==> src/rtl/mandelbrot_pkg.sv <==
// Shared types, Q4.28 constants and helpers for the Mandelbrot frame controller.
// Optional feature macro: MANDEL_AUTO_ITER_EN (iteration limit follows zoom level).
`ifndef RGB_SIZE
`define RGB_SIZE 24
`endif

package mandelbrot_pkg;

    typedef enum logic [2:0] {
        ST_IDLE,
        ST_SETUP,
        ST_START,
        ST_RUN,
        ST_DONE
    } state_t;

    // Bit positions in the command vector; lower index wins.
    typedef enum logic [2:0] {
        CMD_HOME     = 3'd0,
        CMD_ZOOM_IN  = 3'd1,
        CMD_ZOOM_OUT = 3'd2,
        CMD_LEFT     = 3'd3,
        CMD_RIGHT    = 3'd4,
        CMD_UP       = 3'd5,
        CMD_DOWN     = 3'd6
    } cmd_idx_t;

    localparam int NUM_CMDS = 7;

    // Q4.28 fixed-point constants
    localparam logic [31:0] Q_ONE         = 32'h1000_0000;
    localparam logic [31:0] Q_TWO         = 32'h2000_0000;
    localparam logic [31:0] INIT_CENTER_R = 32'hF800_0000;
    localparam logic [31:0] INIT_CENTER_I = 32'h0000_0000;
    localparam logic [31:0] INIT_DELTA    = 32'd1258291;
    localparam logic [31:0] DELTA_MAX     = 32'd16777216;
    localparam int          PAN_SHIFT     = 5;
    localparam int          MAX_ITER      = 256;

    // Isolate the highest-priority (lowest-index) pending command as one-hot.
    function automatic logic [NUM_CMDS-1:0] pick_cmd(input logic [NUM_CMDS-1:0] pend);
        return pend & (~pend + 1'b1);
    endfunction

    // Signed add clamped to [-lim, +lim]; operands are pre-widened so the sum never wraps.
    function automatic logic signed [63:0] sat_add(input logic signed [63:0] a,
                                                   input logic signed [63:0] b,
                                                   input logic signed [63:0] lim);
        logic signed [63:0] s;
        s = a + b;
        if (s > lim)
            return lim;
        else if (s < -lim)
            return -lim;
        return s;
    endfunction

endpackage

==> src/rtl/mandelbrot_view_reg.sv <==
// View state (center, pixel delta, iteration limit) and its update for one decoded command.
// Optional feature macro: MANDEL_AUTO_ITER_EN adds a zoom-tracking iteration limit register.
module mandelbrot_view_reg
    import mandelbrot_pkg::*;
#(
    parameter int DATAW = 32,
    parameter int IMAGW = 28,
    parameter int ITERW = 16
) (
    input  logic                clk,
    input  logic                rst_n,
    input  logic                apply,
    input  logic [NUM_CMDS-1:0] cmd,
    output logic [DATAW-1:0]    delta,
    output logic [DATAW-1:0]    center_r_next,
    output logic [DATAW-1:0]    center_i_next,
    output logic [DATAW-1:0]    delta_next,
    output logic [ITERW-1:0]    max_iter
);

    // Pan limit is +/-2.0 in the fixed-point format
    localparam logic [DATAW-1:0] SAT_LIM = DATAW'(2) << IMAGW;

    logic [DATAW-1:0]   center_r;
    logic [DATAW-1:0]   center_i;
    logic [DATAW-1:0]   pan_step;
    logic signed [63:0] cr_wide;
    logic signed [63:0] ci_wide;
    logic signed [63:0] step_wide;
    logic signed [63:0] lim_wide;

    assign pan_step  = delta << PAN_SHIFT;
    assign cr_wide   = 64'($signed(center_r));
    assign ci_wide   = 64'($signed(center_i));
    assign step_wide = 64'(pan_step);
    assign lim_wide  = 64'(SAT_LIM);

    // Next view for the selected command; cmd is one-hot so the chain order is irrelevant
    always_comb begin
        center_r_next = center_r;
        center_i_next = center_i;
        delta_next    = delta;
        if (apply) begin
            if (cmd[CMD_HOME]) begin
                center_r_next = DATAW'(INIT_CENTER_R);
                center_i_next = DATAW'(INIT_CENTER_I);
                delta_next    = DATAW'(INIT_DELTA);
            end else if (cmd[CMD_ZOOM_IN]) begin
                delta_next = (delta > DATAW'(1)) ? (delta >> 1) : DATAW'(1);
            end else if (cmd[CMD_ZOOM_OUT]) begin
                delta_next = (delta >= (DATAW'(DELTA_MAX) >> 1)) ? DATAW'(DELTA_MAX) : (delta << 1);
            end else if (cmd[CMD_LEFT]) begin
                center_r_next = DATAW'(sat_add(cr_wide, -step_wide, lim_wide));
            end else if (cmd[CMD_RIGHT]) begin
                center_r_next = DATAW'(sat_add(cr_wide, step_wide, lim_wide));
            end else if (cmd[CMD_UP]) begin
                center_i_next = DATAW'(sat_add(ci_wide, -step_wide, lim_wide));
            end else if (cmd[CMD_DOWN]) begin
                center_i_next = DATAW'(sat_add(ci_wide, step_wide, lim_wide));
            end
        end
    end

    // View registers; next values already hold their old value when nothing is applied
    always_ff @(posedge clk or negedge rst_n) begin
        if (!rst_n) begin
            center_r <= DATAW'(INIT_CENTER_R);
            center_i <= DATAW'(INIT_CENTER_I);
            delta    <= DATAW'(INIT_DELTA);
        end else begin
            center_r <= center_r_next;
            center_i <= center_i_next;
            delta    <= delta_next;
        end
    end

`ifdef MANDEL_AUTO_ITER_EN
    localparam logic [ITERW-1:0] ITER_TOP  = {ITERW{1'b1}};
    localparam logic [ITERW-1:0] ITER_BASE = ITERW'(MAX_ITER);
    localparam logic [ITERW-1:0] ITER_STEP = ITERW'(32);

    logic [ITERW-1:0] max_iter_reg;
    logic [ITERW-1:0] max_iter_next;

    // Deeper zoom gets more iterations, bounded above by the counter width and below by the base limit
    always_comb begin
        max_iter_next = max_iter_reg;
        if (apply) begin
            if (cmd[CMD_HOME])
                max_iter_next = ITER_BASE;
            else if (cmd[CMD_ZOOM_IN])
                max_iter_next = (max_iter_reg > ITER_TOP - ITER_STEP) ? ITER_TOP : max_iter_reg + ITER_STEP;
            else if (cmd[CMD_ZOOM_OUT])
                max_iter_next = (max_iter_reg < ITER_BASE + ITER_STEP) ? ITER_BASE : max_iter_reg - ITER_STEP;
        end
    end

    // Iteration limit register
    always_ff @(posedge clk or negedge rst_n) begin
        if (!rst_n)
            max_iter_reg <= ITER_BASE;
        else
            max_iter_reg <= max_iter_next;
    end

    assign max_iter = max_iter_reg;
`else
    assign max_iter = ITERW'(MAX_ITER);
`endif

endmodule

==> src/rtl/mandelbrot_frame_ctrl.sv <==
// Frame sequencer: queues pan/zoom commands, programs the engine per frame and
// streams engine pixels into the framebuffer with back-pressure.
// Optional feature macro: MANDEL_AUTO_ITER_EN (iteration limit follows zoom level).
module mandelbrot_frame_ctrl
    import mandelbrot_pkg::*;
#(
    parameter int HSIZE = 640,
    parameter int VSIZE = 480,
    parameter int DATAW = 32,
    parameter int IMAGW = 28,
    parameter int ITERW = 16,
    parameter int RCNTW = 10,
    parameter int ICNTW = 10,
    parameter int FBAW  = 19
) (
    input  logic                   clk,
    input  logic                   rst_n,
    input  logic                   cmd_zoom_in,
    input  logic                   cmd_zoom_out,
    input  logic                   cmd_left,
    input  logic                   cmd_right,
    input  logic                   cmd_up,
    input  logic                   cmd_down,
    input  logic                   cmd_home,
    output logic                   eng_start,
    output logic                   eng_stall,
    output logic [DATAW-1:0]       eng_start_real,
    output logic [DATAW-1:0]       eng_start_imag,
    output logic [DATAW-1:0]       eng_delta_real,
    output logic [DATAW-1:0]       eng_delta_imag,
    output logic [RCNTW-1:0]       eng_real_size,
    output logic [ICNTW-1:0]       eng_imag_size,
    output logic [ITERW-1:0]       eng_max_iteration,
    input  logic                   eng_valid,
    input  logic [RCNTW-1:0]       eng_real_cnt,
    input  logic [ICNTW-1:0]       eng_imag_cnt,
    input  logic [`RGB_SIZE-1:0]   eng_color,
    output logic                   fb_we,
    output logic [FBAW-1:0]        fb_addr,
    output logic [`RGB_SIZE-1:0]   fb_wdata,
    input  logic                   fb_ready,
    output logic                   busy,
    output logic                   frame_done
);

    localparam logic [FBAW-1:0]  LAST_PIX    = FBAW'(HSIZE * VSIZE - 1);
    localparam logic [DATAW-1:0] HALF_H      = DATAW'(HSIZE / 2);
    localparam logic [DATAW-1:0] HALF_V      = DATAW'(VSIZE / 2);
    localparam logic [DATAW-1:0] RST_START_R = DATAW'(INIT_CENTER_R) - DATAW'(INIT_DELTA) * HALF_H;
    localparam logic [DATAW-1:0] RST_START_I = DATAW'(INIT_CENTER_I) - DATAW'(INIT_DELTA) * HALF_V;

    state_t                state;
    logic [NUM_CMDS-1:0]   cmd_vec;
    logic [NUM_CMDS-1:0]   pend;
    logic [NUM_CMDS-1:0]   cmd_sel;
    logic [NUM_CMDS-1:0]   clear_mask;
    logic [FBAW-1:0]       pixel_cnt;
    logic [DATAW-1:0]      start_real;
    logic [DATAW-1:0]      start_imag;
    logic [DATAW-1:0]      delta;
    logic [DATAW-1:0]      center_r_next;
    logic [DATAW-1:0]      center_i_next;
    logic [DATAW-1:0]      delta_next;
    logic                  in_setup;
    logic                  in_run;
    logic                  accept;
    logic                  any_cmd;

    assign cmd_vec    = {cmd_down, cmd_up, cmd_right, cmd_left, cmd_zoom_out, cmd_zoom_in, cmd_home};
    assign cmd_sel    = pick_cmd(pend);
    assign in_setup   = (state == ST_SETUP);
    assign in_run     = (state == ST_RUN);
    assign clear_mask = in_setup ? cmd_sel : '0;
    assign any_cmd    = (|pend) | (|cmd_vec);

    mandelbrot_view_reg #(
        .DATAW (DATAW),
        .IMAGW (IMAGW),
        .ITERW (ITERW)
    ) u_view (
        .clk           (clk),
        .rst_n         (rst_n),
        .apply         (in_setup),
        .cmd           (cmd_sel),
        .delta         (delta),
        .center_r_next (center_r_next),
        .center_i_next (center_i_next),
        .delta_next    (delta_next),
        .max_iter      (eng_max_iteration)
    );

    // Pixel handshake is live only while a frame is running
    assign accept    = in_run & eng_valid & fb_ready;
    assign fb_we     = in_run & eng_valid;
    assign eng_stall = in_run & ~fb_ready;
    assign fb_addr   = FBAW'(eng_imag_cnt) * FBAW'(HSIZE) + FBAW'(eng_real_cnt);
    assign fb_wdata  = eng_color;

    assign eng_start_real = start_real;
    assign eng_start_imag = start_imag;
    assign eng_delta_real = delta;
    assign eng_delta_imag = delta;
    assign eng_real_size  = RCNTW'(HSIZE);
    assign eng_imag_size  = ICNTW'(VSIZE);
    assign busy           = (state != ST_IDLE);

    // Sticky command flags; a new pulse wins over the clear of the command being applied
    always_ff @(posedge clk or negedge rst_n) begin
        if (!rst_n)
            pend <= '0;
        else
            pend <= (pend & ~clear_mask) | cmd_vec;
    end

    // Frame FSM with registered start/done pulses and the accepted-pixel counter
    always_ff @(posedge clk or negedge rst_n) begin
        if (!rst_n) begin
            state      <= ST_SETUP;
            eng_start  <= 1'b0;
            frame_done <= 1'b0;
            pixel_cnt  <= '0;
            start_real <= RST_START_R;
            start_imag <= RST_START_I;
        end else begin
            eng_start  <= 1'b0;
            frame_done <= 1'b0;
            case (state)
                ST_IDLE: begin
                    if (any_cmd)
                        state <= ST_SETUP;
                end
                ST_SETUP: begin
                    // Corner is derived from the view as it will be after this command
                    start_real <= center_r_next - delta_next * HALF_H;
                    start_imag <= center_i_next - delta_next * HALF_V;
                    eng_start  <= 1'b1;
                    state      <= ST_START;
                end
                ST_START: begin
                    pixel_cnt <= '0;
                    state     <= ST_RUN;
                end
                ST_RUN: begin
                    if (accept) begin
                        if (pixel_cnt == LAST_PIX) begin
                            frame_done <= 1'b1;
                            state      <= ST_DONE;
                        end else begin
                            pixel_cnt <= pixel_cnt + 1'b1;
                        end
                    end
                end
                ST_DONE: begin
                    state <= any_cmd ? ST_SETUP : ST_IDLE;
                end
                default: state <= ST_IDLE;
            endcase
        end
    end

endmodule

==> config.mk <==
export PLATFORM = sky130hd
export DESIGN_NAME = mandelbrot_frame_ctrl
export DESIGN_NICKNAME = d
export VERILOG_FILES = /design/src/rtl/mandelbrot_pkg.sv /design/src/rtl/mandelbrot_view_reg.sv /design/src/rtl/mandelbrot_frame_ctrl.sv
export SDC_FILE = /design/constraint.sdc
export NUM_CORES = 1
export LEC_CHECK = 0
export CAP_MARGIN = 0
export CORE_MARGIN = 4
export CORE_UTILIZATION = 54
export CTS_CLUSTER_SIZE = 12
export DETAILED_ROUTE_END_ITERATION = 7
export PLACE_DENSITY = 0.76
export SETUP_SLACK_MARGIN = 0.2
export SYNTH_ARGS = -nofsm -noshare
export SYNTH_HDL_FRONTEND = slang
export SYNTH_SLANG_ARGS = --single-unit
==> constraint.sdc <==
create_clock -name clk -period 28.4 [get_ports clk]
set_input_delay 2.84 -clock clk [delete_from_list [all_inputs] [get_ports clk]]
set_output_delay 2.84 -clock clk [all_outputs]
set_load 0.01 [all_outputs]
==> impl_metrics.ini <==
[placed_design]
port_buffers = 168
place.gp.congestion = 1.05
hpwl_mm = 74.6

[synth]
synth.distinct_cells = 96
ys_top_cells_by_area = dfrtp_1, ha_1, a21oi_1
synth.avg_cell_area_um2 = 7.77
synth_edf_count = 0
yosysWarnings = 0
synth_ff_type = dfrtp_1
ys_seq_area_share_pct = 17.4
yosysTopAreaCell = dfrtp_1
yosys.area.top_type_share_pct = 14.6
synth_cells = 3562
async_reset_ff_share_pct = 100
netlist_area_mm2 = 0.0277
synth_seq_cells = 191

[layout]
syn_to_final_growth_pct = 8.02
drive_above_1_share_pct = 4.43
layout.nets = 3997
final_core_util_pct = 59.4
final_cell_mix = nand2_1, ha_1, a21oi_1
final_common_cell = nand2_1

[setup_path]
crit_fanout = 22
max_stage_delay_ps = 980
path_common_cell = a21oi_1
critPathKind = register to register
critPathRequiredTime_ps = 28810
cp_slowest_cell = nor3_1
setup.worst_path.end_class = register
arrival_ps = 12400
startpoint_type = register

[floorplan]
die_y_um = 234
die_width_um = 234
floorplan.die_area_mm2 = 0.0550
core_mm2 = 0.0504
initial_utilization_pct = 55.0
top_level_ports = 267
rows = 82

[route]
wirelength_mm = 94.0
antenna_left = 0
drtIter0Drc = 3279
vias = 27600
dr.pass1.iters = 7
drcViolationCount = 0
avgRoutedWirePerCell_um = 22.1
avgViaCountPerCell = 6.47

[cts]
insertion_delay_ps = 480
post_cts_buffers = 0
htreeDepth = 4
path_clk_slew_ps = 90
clock_path_buffers = 2
root_buffer = clkbuf_16
cts_hold_buf = 0
cts_tree = yes
cts_buffers = 17
cts.sinks = 191
cts_resized = 0

[global_routing]
met1_usage_pct = 44.5
grt_pass1_vias = 25300
gr-usage-all-layers_pct = 33.4
met3_usage_pct = 6.06
met2_usage_pct = 51.8
grt-busiest-layer = met2
grt_max_degree = 86
antenna_found_initial = 1
grt_pass1_wl_mm = 144
grt-ovfl-total = 0

[pwr]
p_per_area_mw_per_mm2 = 19.9
max-vdd-ir-drop_mv = 0.0401
leakage_nw = 14.0

[run_status]
outcome = finished, final reports clean

[sta]
tns_ps = 0
setup_viol = 0
period_needed_ps = 11990
slew_headroom_pct = 18.6
hold_viol = 0
min_period_over_period_pct = 42.2
worstMarginPinSlew_ps = 1210
skew_ps = 17.3
max_freq_mhz = 83.4
drv_slew = 0
rsz0062_at_grt = false

[run]
max_cap_violations = 0

[worst_hold_path]
min_path_type = register to register
==> stage by stage <==
stage	cell area (um2)	setup WS, ps	total power, mW	std cells	hold WS (ps)
6_report	29900	16410	0.594	4262	466
5_1_grt	29900	15820	0.614	4260	492
4_1_cts	29900	16890	0.597	4260	469
3_5_place_dp	29300	16950	0.331	4228	456
3_3_place_gp	29300	17080	0.331	4228	450
2_1_floorplan	27800	18800	0.317	3596	465
==> layout make-up <==
cell class              instances  area, um2
well taps                     672        841
diodes                          2       5.00
multi-input cells            2996      21100
repair buffers                193       1870
inverters                     176        661
clock inverters                14        199
flip-flops and latches        191       4820
clock buffers                  18        429
fillers                      4595      20500
==> kinds of logic (layout without fill, tap and decap cells) <==
| logic type | after synthesis | in the layout | share of synthesized area (%) |
|---|---|---|---|
| simple gates | 1181 | 1181 | 21.1 |
| compound gates | 1116 | 1116 | 26.8 |
| buf+inv | 409 | 401 | 6.99 |
| fa+ha+maj | 367 | 367 | 18.2 |
| xor+xnor | 279 | 279 | 8.93 |
| flops | 191 | 191 | 17.4 |
| mux | 17 | 17 | 0.646 |
| other cells | 2 | 38 | 0.0271 |
==> where the power goes <==
part / switching, mW / internal, mW / total, mW
clock: 0.133 / 0.135 / 0.268
sequential: 0.00405 / 0.276 / 0.280
combinational: 0.0246 / 0.0216 / 0.0462
==> path summary, 6_finish.rpt <==
kind	cells past startpoint	endpoint	slack, ps	start
setup / recovery	34	eng_start_imag[31]	16410	u_view.delta[2]
hold / removal	2	eng_start_imag[5]	470	eng_start_imag[5]
setup reg to reg	34	eng_start_imag[31]	16410	u_view.delta[2]
hold reg to reg	2	eng_start_imag[5]	470	eng_start_imag[5]
max in group asynchronous	2	u_view.center_i[30]	24660	rst_n
min in group asynchronous	1	eng_start_real[20]	2360	rst_n
==> cells in the mapped netlist (19+ instances only) <==
master,n
nand4_1,63
nor2_1,244
o21bai_1,48
o21a_1,53
a21o_1,106
xor2_1,129
dfrtp_1,162
clkbuf_1,112
a31oi_1,25
buf_4,100
or4_1,19
nor2b_1,39
o21ai_1,30
or2_2,22
nand2_1,343
a221oi_1,28
nand3_1,93
or3_1,39
a211oi_1,36
nor4_1,40
o21ai_0,230
xnor2_1,148
o211ai_1,28
ha_1,309
a21oi_1,288
dfstp_2,29
nor3_1,96
and2_1,27
inv_1,175
fa_1,58
o31ai_1,24
and3_1,43
nand2b_1,59
==> flip-flops by register name, indices dropped and copies added, names as in the netlist <==
name             count
pixel_cnt           19
eng_start            1
u_view.center_i     32
pend                 7
u_view.center_r     32
state                3
u_view.delta        32
eng_start_real      32
eng_start_imag      32
frame_done           1
==> routing by layer <==
metal | vias up | part of all wire (%)
met5 | - | 0.0074
met2 | 1358 | 44
met3 | 302 | 8.3
li1 | 13000 | -
met4 | 2 | 6.1
met1 | 12900 | 42
==> worst max-delay path, delay by kind of cell, from the launching register on <==
kind,cells,cell delay [ps]
adder cells (fa/ha/maj),2,1090
AO/OA/AOI/OAI,17,3930
flip-flops,1,530
XOR/XNOR,2,720
multiplexers,1,270
AND/OR/NAND/NOR,12,5360
Power figures use the tool's default switching activity.
